===== src/rtl/alu_seq_n_bits.sv =====
// Handshaked N-bit ALU with a registered result.
// Mul, udiv and urem run iteratively, one bit per cycle. All other ops finish in one cycle.
module alu_seq_n_bits #(
  parameter int unsigned N   = 32,
  parameter int unsigned SHW = $clog2(N)
) (
  input  logic         clk,
  input  logic         rst,
  input  logic         in_valid,
  output logic         in_ready,
  input  logic [N-1:0] A,
  input  logic [N-1:0] B,
  input  logic [3:0]   ALUControl,
  output logic         out_valid,
  input  logic         out_ready,
  output logic [N-1:0] RESULT,
  output logic [3:0]   flags
);

  localparam int unsigned CW  = $clog2(N);
  localparam int unsigned NP1 = N + 1;
  localparam int unsigned N2  = 2 * N;

  localparam logic [3:0] OP_ADD = 4'b0000;
  localparam logic [3:0] OP_SUB = 4'b0001;
  localparam logic [3:0] OP_AND = 4'b0010;
  localparam logic [3:0] OP_OR  = 4'b0011;
  localparam logic [3:0] OP_XOR = 4'b0100;
  localparam logic [3:0] OP_NOT = 4'b0101;
  localparam logic [3:0] OP_ASL = 4'b0110;
  localparam logic [3:0] OP_ASR = 4'b0111;
  localparam logic [3:0] OP_LSL = 4'b1000;
  localparam logic [3:0] OP_LSR = 4'b1001;
  localparam logic [3:0] OP_MUL = 4'b1010;
  localparam logic [3:0] OP_DIV = 4'b1011;
  localparam logic [3:0] OP_REM = 4'b1100;

  typedef enum logic [1:0] {
    S_IDLE = 2'd0,
    S_EXEC = 2'd1,
    S_DONE = 2'd2
  } state_t;

  state_t        state_q;
  logic          in_ready_q;
  logic          out_valid_q;
  logic [N-1:0]  result_q;
  logic [3:0]    flags_q;
  logic [CW-1:0] cnt_q;
  logic [3:0]    op_q;
  logic [N-1:0]  opnd_q;
  logic [N-1:0]  hi_q;
  logic [N-1:0]  lo_q;

  // Single-cycle datapath, evaluated on the live inputs in the accept cycle
  logic [SHW-1:0] sh_w;
  logic [N:0]     add_w;
  logic [N:0]     sub_w;
  logic [N2-1:0]  shl_w;
  logic [N:0]     shr_w;
  logic [N:0]     sar_w;
  logic [N-1:0]   sign_mask_w;

  assign sh_w        = B[SHW-1:0];
  assign add_w       = {1'b0, A} + {1'b0, B};
  assign sub_w       = {1'b0, A} + {1'b0, ~B} + NP1'(1);
  assign shl_w       = {N'(0), A} << sh_w;
  assign shr_w       = {A, 1'b0} >> sh_w;
  assign sar_w       = $unsigned($signed({A, 1'b0}) >>> sh_w);
  assign sign_mask_w = (N'(1) << sh_w) - N'(1);

  logic [N-1:0] res_d;
  logic [3:0]   flags_d;
  logic         c_w;
  logic         v_w;

  always_comb begin
    res_d = '0;
    c_w   = 1'b0;
    v_w   = 1'b0;
    case (ALUControl)
      OP_ADD: begin
        res_d = add_w[N-1:0];
        c_w   = add_w[N];
        v_w   = (A[N-1] == B[N-1]) && (add_w[N-1] != A[N-1]);
      end
      OP_SUB: begin
        res_d = sub_w[N-1:0];
        c_w   = sub_w[N];
        v_w   = (A[N-1] != B[N-1]) && (sub_w[N-1] != A[N-1]);
      end
      OP_AND: res_d = A & B;
      OP_OR:  res_d = A | B;
      OP_XOR: res_d = A ^ B;
      OP_NOT: res_d = ~A;
      // Overflow when any bit pushed out, or the new sign, disagrees with the old sign
      OP_ASL: begin
        res_d = shl_w[N-1:0];
        c_w   = shl_w[N];
        v_w   = (shl_w[N2-1:N] != (A[N-1] ? sign_mask_w : '0)) ||
                (shl_w[N-1] != A[N-1]);
      end
      OP_LSL: begin
        res_d = shl_w[N-1:0];
        c_w   = shl_w[N];
      end
      OP_ASR: begin
        res_d = sar_w[N:1];
        c_w   = sar_w[0];
      end
      OP_LSR: begin
        res_d = shr_w[N:1];
        c_w   = shr_w[0];
      end
      default: res_d = '0;
    endcase
    flags_d = {res_d == '0, res_d[N-1], c_w, v_w};
  end

  // One iteration: mul adds then shifts {hi,lo} right; div shifts left then tries a subtract
  logic [N:0]   mul_sum_w;
  logic [N:0]   div_sh_w;
  logic [N-1:0] div_diff_w;
  logic         div_ok_w;
  logic [N-1:0] hi_d;
  logic [N-1:0] lo_d;

  assign mul_sum_w  = {1'b0, hi_q} + (lo_q[0] ? {1'b0, opnd_q} : '0);
  assign div_sh_w   = {hi_q, lo_q[N-1]};
  assign div_ok_w   = div_sh_w >= {1'b0, opnd_q};
  assign div_diff_w = div_sh_w[N-1:0] - opnd_q;

  always_comb begin
    hi_d = hi_q;
    lo_d = lo_q;
    if (op_q == OP_MUL) begin
      hi_d = mul_sum_w[N:1];
      lo_d = {mul_sum_w[0], lo_q[N-1:1]};
    end else begin
      hi_d = div_ok_w ? div_diff_w : div_sh_w[N-1:0];
      lo_d = {lo_q[N-2:0], div_ok_w};
    end
  end

  logic [N-1:0] it_res_d;
  logic [3:0]   it_flags_d;

  always_comb begin
    it_res_d   = (op_q == OP_REM) ? hi_d : lo_d;
    it_flags_d = {it_res_d == '0, it_res_d[N-1],
                  (op_q == OP_MUL) && (hi_d != '0),
                  (op_q != OP_MUL) && (opnd_q == '0)};
  end

  // Control FSM; reset takes priority over any in-flight operation
  always_ff @(posedge clk) begin
    if (rst) begin
      state_q     <= S_IDLE;
      in_ready_q  <= 1'b1;
      out_valid_q <= 1'b0;
      result_q    <= '0;
      flags_q     <= '0;
      cnt_q       <= '0;
      op_q        <= '0;
      opnd_q      <= '0;
      hi_q        <= '0;
      lo_q        <= '0;
    end else begin
      case (state_q)
        S_IDLE: begin
          if (in_valid) begin
            op_q       <= ALUControl;
            cnt_q      <= '0;
            in_ready_q <= 1'b0;
            if (ALUControl == OP_MUL) begin
              state_q <= S_EXEC;
              opnd_q  <= A;
              hi_q    <= '0;
              lo_q    <= B;
            end else if (ALUControl == OP_DIV || ALUControl == OP_REM) begin
              state_q <= S_EXEC;
              opnd_q  <= B;
              hi_q    <= '0;
              lo_q    <= A;
            end else begin
              state_q     <= S_DONE;
              result_q    <= res_d;
              flags_q     <= flags_d;
              out_valid_q <= 1'b1;
            end
          end
        end
        S_EXEC: begin
          hi_q  <= hi_d;
          lo_q  <= lo_d;
          cnt_q <= cnt_q + CW'(1);
          if (cnt_q == CW'(N - 1)) begin
            state_q     <= S_DONE;
            result_q    <= it_res_d;
            flags_q     <= it_flags_d;
            out_valid_q <= 1'b1;
          end
        end
        S_DONE: begin
          if (out_ready) begin
            state_q     <= S_IDLE;
            out_valid_q <= 1'b0;
            in_ready_q  <= 1'b1;
          end
        end
        default: begin
          state_q     <= S_IDLE;
          in_ready_q  <= 1'b1;
          out_valid_q <= 1'b0;
        end
      endcase
    end
  end

  assign in_ready  = in_ready_q;
  assign out_valid = out_valid_q;
  assign RESULT    = result_q;
  assign flags     = flags_q;

endmodule


===== config.mk =====
export PLATFORM = sky130hd
export DESIGN_NAME = alu_seq_n_bits
export DESIGN_NICKNAME = d
export VERILOG_FILES = /design/src/rtl/alu_seq_n_bits.sv
export SDC_FILE = /design/constraint.sdc
export NUM_CORES = 1
export LEC_CHECK = 0
export BUFFER_PORTS_ARGS = -buffer_cell sky130_fd_sc_hd__buf_2
export CORE_MARGIN = 2
export CORE_UTILIZATION = 50
export DETAILED_ROUTE_END_ITERATION = 6
export PLACE_DENSITY = 0.76
export SLEW_MARGIN = 20
export SYNTH_ARGS = -nofsm -noshare
export SYNTH_HDL_FRONTEND = slang
export SYNTH_SLANG_ARGS = --single-unit

===== constraint.sdc =====
create_clock -name clk -period 5.7 [get_ports clk]
set_input_delay 1.14 -clock clk [delete_from_list [all_inputs] [get_ports clk]]
set_output_delay 1.14 -clock clk [all_outputs]
set_load 0.02 [all_outputs]

## Word-level counts from Yosys, hierarchy flattened

Index checks and enable logic that the tools add are counted.

| word-level totals | value |
|---|---|
| bits in registers | 145 |
| input bits | 72 |
| output and inout bits | 38 |
| word-level logic and storage cells | 127 |

| cells by class | value |
|---|---|
| $add $sub $neg | 7 |
| order comparisons | 1 |
| eq/ne operators | 30 |
| shift operators | 4 |
| mux-type cells | 46 |
| bitwise logic cells | 6 |
| reduce and logical (&&, ||, !) cells | 23 |

Operators by type and width:

| kind | number |
|---|---|
| 32-bit 2-to-1 mux | 18 |
| 32-bit case mux with 9 select lines | 1 |
| 32-bit case mux with 2 select lines | 3 |
| 32-bit by 32-bit adder with 33-bit output | 3 |
| 32-bit logical NOT | 3 |
| 32-bit NOT | 2 |
| 32-bit by 5-bit left shift with 64-bit output | 1 |
| 33-bit by 1-bit adder with 33-bit output, second input constant | 1 |
| 33-bit by 32-bit >= comparator with 1-bit output | 1 |
| 33-bit by 5-bit >> shifter with 33-bit output | 1 |
| 33-bit by 5-bit >>> shifter with 33-bit output | 1 |
| 32-bit bitwise AND | 1 |
| 32-bit != test | 1 |
| 32-bit OR | 1 |
| 32-bit nonzero test | 1 |
| 1-bit by 5-bit left shift with 32-bit output, first input constant | 1 |
| 32-bit by 2-bit subtractor with 32-bit output, second input constant | 1 |
| 32-bit subtractor | 1 |
| 32-bit XOR | 1 |
| 4-bit equality test, second input constant | 7 |
| 4-bit by 3-bit equality test with 1-bit output, second input constant | 4 |
| 4-bit 2-to-1 mux | 4 |
| 3-bit AND reduction | 4 |
| 2-bit 2-to-1 mux | 5 |
| other kinds (27) | 50 |

## Longest topological paths before layout

| logic depth | value |
|---|---|
| depth in word-level cells | 10 |
| gate-level depth with buffers | 19 |
| gate-level depth less buffers | 16 |

## Worst setup path before layout

OpenSTA, ideal clock, no wires.

| path | value |
|---|---|
| path type | in2reg |
| start point | in B[3] |
| end point | reg flags_q[3], in the netlist flags[3] |
| setup time | 0.079 ns |
| arrival time | 5.251 ns |
| required time | 5.621 ns |
| slack | 0.370 ns |
| cell stages on the path | 19 |
| buffers on the path | 5 |
| cells stage by stage | buf_2 clkinv_1 buf_1 clkbuf_1 clkbuf_1 ha_1 clkbuf_1 inv_1 o221ai_1 a221oi_2 a221oi_2 o311a_1 a211o_1 a221o_1 nor4_1 nand4_1 nor4_1 nand4_1 o211ai_1 |

| between the ends | value |
|---|---|
| word-level cells in the longest chain between the ends | 9 |
| elaborated cells on any way between the ends | 16 |
| those cells by class | 3 x add/sub; 3 x shift; 5 x mux; 4 x bitwise; 1 x reduce/logical |

Ends and longest elaborated chain:

| what | RTL line | RTL |
|---|---|---|
| start: declaration | 12 | `input logic [N-1:0] B,` |
| 32-bit NOT | 66 | `assign sub_w = {1'b0, A} + {1'b0, ~B} + NP1'(1);` |
| 32-bit by 32-bit adder with 33-bit output | 66 |  |
| 33-bit by 1-bit adder with 33-bit output | 66 |  |
| 32-bit case mux with 9 select lines (*) | 81 | `case (ALUControl)` |
| 32-bit logical NOT (*) | 117 | `flags_d = {res_d == '0, res_d[N-1], c_w, v_w};` |
| 4-bit 2-to-1 mux (*) | 180 | `end else if (ALUControl == OP_DIV \|\| ALUControl == OP_REM) begin` |
| 4-bit 2-to-1 mux (*) | 175 | `if (ALUControl == OP_MUL) begin` |
| 4-bit 2-to-1 mux (*) | 171 | `if (in_valid) begin` |
| 4-bit case mux with 2 select lines (*) | 169 | `case (state_q)` |
| end signal: assignment | 188 | `flags_q <= flags_d;` |
| end signal: assignment | 200 | `flags_q <= it_flags_d;` |
| end: declaration | 48 | `logic [3:0] flags_q;` |

Mark *: on every way between the ends. The rest lies on a longest branch, timed or not. The select of a mux whose other input is x is not followed.
A chain may end at the register's enable or synchronous reset.

## Worst setup path after layout

| path | value |
|---|---|
| start point | reg opnd_q[22] |
| end point | reg flags_q[1], in the netlist flags[1] |

| between the ends | value |
|---|---|
| word-level cells in the longest chain between the ends | 7 |
| elaborated cells on any way between the ends | 10 |
| those cells by class | 2 x add/sub; 1 x order compare; 5 x mux; 2 x reduce/logical |

Ends and longest elaborated chain:

| what | RTL line | RTL |
|---|---|---|
| start: declaration | 51 | `logic [N-1:0] opnd_q;` |
| start signal: assignment | 165 | `opnd_q <= '0;` |
| start signal: assignment | 177 | `opnd_q <= A;` |
| start signal: assignment | 182 | `opnd_q <= B;` |
| 32-bit 2-to-1 mux, or another cell as far along | 128 | `assign mul_sum_w = {1'b0, hi_q} + (lo_q[0] ? {1'b0, opnd_q} : '0);` |
| 32-bit by 32-bit adder with 33-bit output / 32-bit 2-to-1 mux (equally long branches) | 128, 140 |  |
| 32-bit 2-to-1 mux (*) | 136 | `if (op_q == OP_MUL) begin` |
| 32-bit nonzero test (*) | 151 | `(op_q == OP_MUL) && (hi_d != '0),` |
| 1-bit logical AND (*) | 151 |  |
| 4-bit 2-to-1 mux (*) | 197 | `if (cnt_q == CW'(N - 1)) begin` |
| 4-bit case mux with 2 select lines (*) | 169 |  |

Marks and branches as above.

==> impl_metrics.tcl <==
set metrics [dict create \
    final_layout_size_suffix_gt1_frac 0.1333 \
    share_comb_of_total_power 0.605 \
    power_frac_clock 0.202 \
    setup_viol 0 \
    routed_wire_length_per_instance_microns 26.68 \
    place_congestion 1.082 \
    crit_fanout 14 \
    core_area_sq_mm 0.04646 \
    finalNetCount 3497 \
    h-tree-depth 4 \
    vias 27451 \
    power.internal_uw 3013 \
    grt_setup_unrepaired "false" \
    power_density_cells_mw_per_mm2 231.1 \
    netSwitchingFraction 0.4863 \
    fin_cells 3878 \
    synth.ff_latch_count 144 \
    cts_inserted_buffers 17 \
    power.ir.vdd_worst_mv 0.2465 \
    wire_length_of_the_first_global_routing_pass_mm 153.4 \
    synth_warnings 0 \
    hold_viol_final 0 \
    area_growth_syn_to_layout_pct 8.203 \
    clkSinkCount 144 \
    detail_route.vias_per_cell 7.079 \
    wirelength_mm 103.5 \
    period_minus_slack_ns 5.148 \
    netlist-cell-type-count 94 \
    max_stage_delay_ns 0.62 \
    sequential_cell_area_sq_mm 0.002883 \
    leakage_uw 0.01032 \
    period_utilization 0.9032 \
    dp_slack_ns 0.4281 \
    drv_slew 0 \
    cts_tree "built" \
    final_cell_mix "sky130_fd_sc_hd__nor2_1 (392), sky130_fd_sc_hd__nand2_1 (305), sky130_fd_sc_hd__a21oi_1 (271)" \
    critPathRequiredTime_ns 6.03 \
    holdCritPathClass "flip-flop to flip-flop" \
    critical_path.startpoint_type "flip-flop" \
    clkLatencyLatePin_ns 0.45 \
    grt_overflow_total 0 \
    cap_violations 0 \
    post-route-worst-setup-slack_ns 0.5516 \
    clock_path_buffers 2 \
    initial_utilization 0.5050 \
    fmax_mhz 194.2 \
    die_h_microns 220.6 \
    outcome "completed" \
    setup.worst_path.class "flip-flop to flip-flop" \
    cts-resized-gates 0 \
    detailedPlacementHpwl_mm 79.76 \
    core.rowCount 79 \
    critical_path.cell_chain "inv_1, ha_1, and2_1, nand3_1, or3_1, o41ai_2, or3_1, buf_4, mux2i_1, mux2i_1, nor4_1, nand4_1, nor4_1, nand4_1, o2bb2ai_1" \
    mappedNetlistNets 3521 \
    worst_path_max_delay_cell "sky130_fd_sc_hd__o41ai_2" \
    io_buffer_count 109 \
    grt_pass1_vias 25094 \
    cts.root.buffer_cell "sky130_fd_sc_hd__clkbuf_16" \
    post_synth_edffs 0 \
    cp_data_arrival_time_ns 5.48 \
    yosys_most_used_dff "sky130_fd_sc_hd__dfxtp_1" \
    multi_input_combinational_cell_area_sq_mm 0.01880 \
    cp.buffers_inverters 2 \
    postSynthAreaPerCell_sq_um 7.150 \
    ys_seq_area_frac 0.1229 \
    filler_cell_count 4578 \
    clock_slew_at_reported_path_ffs_ns 0.07 \
    drt_first_pass_iters 6 \
    post-route-drc-count 0 \
    grt_use_total 0.4153 \
    finClkSkew_ns 0.009193 \
    i_o_pins 110 \
    drt.antenna.violating_nets 0 \
    synth_area_sq_mm 0.02346 \
    max_slew_margin 0.1449 \
    cp-end-kind "flip-flop" \
    die_outline_area_sq_mm 0.04867 \
    cts-hold-fix-buffers 0 \
    mostFrequentLayoutCell "sky130_fd_sc_hd__nor2_1" \
    tns_ns 0 \
    reg2reg_slack_ns 0.55 \
    grt_start_max_net_pins 99 \
    share_of_async_settable_or_async_resettable_flops_after_synthesis 0 \
    critPathTopFamily "simple AND/OR/NAND/NOR gates" \
    chipWidth_microns 220.6 \
    post-cts-setup-buffers 0 \
    total_switching_power_uw 2852 \
    power.sequential.fraction 0.193 \
    dr.first_iter.drc_count 4269 \
    post_synth_inst_count 3281 \
    worst_slew_pin_slew_ns 1.266 \
    grt_antenna_before_repair 5 \
    numPlacedInstances 3845 \
]
==> path summary, 6_finish.rpt <==
path	startpoint	end	depth (start not counted)
setup / recovery	opnd_q[22]	flags[1]	15
hold / removal	RESULT[21]	RESULT[21]	2
setup reg to reg	opnd_q[22]	flags[1]	15
hold reg to reg	RESULT[21]	RESULT[21]	2
==> sequential cells by signal, indices dropped and copies added (netlist names), 2 cells and up <==
| name | flops |
|---|---|
| RESULT | 31 |
| cnt_q | 5 |
| flags | 4 |
| hi_q | 32 |
| lo_q | 32 |
| op_q | 4 |
| opnd_q | 32 |
| state_q | 2 |
==> tightest hold or removal path: cells and delay by family (launching register included) <==
kind            cells  cell delay [ns]
compound gates      1             0.05
flops               1             0.31
simple gates        1             0.05
==> kinds of logic (layout without fill, tap and decap cells) <==
group / after synthesis / in the layout / share of synthesized area
AOI/OAI and AO/OA: 1111 / 1111 / 0.3208
and+or+nand+nor: 1109 / 1109 / 0.2179
buffers and inverters: 454 / 443 / 0.07872
muxes: 232 / 232 / 0.1453
adders and majority gates: 168 / 168 / 0.09089
DFF: 144 / 144 / 0.1229
xor gates and xnor gates: 63 / 63 / 0.02352
other: 0 / 1 / 0
==> power groups by stage <==
| stage | combinational (uW) | clock, uW | sequential (uW) |
|---|---|---|---|
| 2_1_floorplan | 2220 | 0 | 1150 |
| 5_1_grt | 3730 | 1230 | 1140 |
| 4_1_cts | 3400 | 1190 | 1130 |
| 3_5_place_dp | 3380 | 0 | 1150 |
| 6_report | 3550 | 1190 | 1130 |
| 3_3_place_gp | 3380 | 0 | 1150 |
==> area by class of cell <==
class,instances,area share
multi-input combinational,2683,0.7406
sequential,144,0.1136
timing repair buffer,249,0.06773
tap,607,0.02992
inverter,162,0.02396
clock buffer,20,0.01839
clock inverter,12,0.005767
antenna,1,0.00009859
==> layer usage <==
metal / wire [microns] / vias to the layer above / global-route usage
li1: - / 12237 / -
met1: 39490 / 12838 / 0.5304
met2: 44780 / 1950 / 0.6422
met3: 11560 / 416 / 0.08055
met4: 7565 / 10 / 0.2642
met5: 71 / - / 0
==> through the flow <==
step | total power [uW] | utilization | cell area, sq um | hold slack [ns]
after global placement | 4531 | 0.5331 | 24770 | 0.4397
after CTS | 5720 | 0.5463 | 25380 | 0.4546
final | 5865 | 0.5464 | 25380 | 0.4507
after detailed placement | 4532 | 0.5331 | 24770 | 0.4452
after global routing | 6094 | 0.5463 | 25380 | 0.4732
after floorplan | 3376 | - | 23460 | 0.4520
==> synthesized netlist by cell type, types with 12 or more instances <==
library cell                instances  area (sq um)
sky130_fd_sc_hd__ha_1             164          2052
sky130_fd_sc_hd__mux4_2            79          1779
sky130_fd_sc_hd__nand2_1          305          1145
sky130_fd_sc_hd__a21o_1            46         345.3
sky130_fd_sc_hd__buf_1             33         123.9
sky130_fd_sc_hd__o221ai_1          18         157.7
sky130_fd_sc_hd__o21bai_1          20         150.1
sky130_fd_sc_hd__dfxtp_1          144          2883
sky130_fd_sc_hd__a22oi_1           49         367.9
sky130_fd_sc_hd__o21ai_0          175         875.8
sky130_fd_sc_hd__and2_1            43         269.0
sky130_fd_sc_hd__a211oi_1         149          1119
sky130_fd_sc_hd__o22ai_1           32         200.2
sky130_fd_sc_hd__a211o_1           12         105.1
sky130_fd_sc_hd__xor2_1            21         183.9
sky130_fd_sc_hd__o21a_1            26         195.2
sky130_fd_sc_hd__nor2_1           393          1475
sky130_fd_sc_hd__o2111ai_1         13         113.9
sky130_fd_sc_hd__mux2_2            25         281.5
sky130_fd_sc_hd__inv_1            159         596.8
sky130_fd_sc_hd__a311oi_1          19         166.4
sky130_fd_sc_hd__a31oi_1           38         237.7
sky130_fd_sc_hd__a221oi_1          27         236.5
sky130_fd_sc_hd__clkbuf_1         209         784.5
sky130_fd_sc_hd__a21oi_1          271          1356
sky130_fd_sc_hd__xnor2_1           42         367.9
sky130_fd_sc_hd__buf_2             37         185.2
sky130_fd_sc_hd__nand3_1           65         325.3
sky130_fd_sc_hd__nand4_1           37         231.5
sky130_fd_sc_hd__nor4_1            44         275.3
sky130_fd_sc_hd__o31ai_1           19         142.6
sky130_fd_sc_hd__nor3_1            77         385.4
sky130_fd_sc_hd__nor2b_1           26         162.7
sky130_fd_sc_hd__nand2b_1          24         150.1
sky130_fd_sc_hd__or2_2             12         75.07
sky130_fd_sc_hd__o211ai_1          59         442.9
sky130_fd_sc_hd__mux2i_1          122          1221
sky130_fd_sc_hd__or3_1             19         118.9
sky130_fd_sc_hd__and3_1            19         118.9
Power figures use the tool's default switching activity.
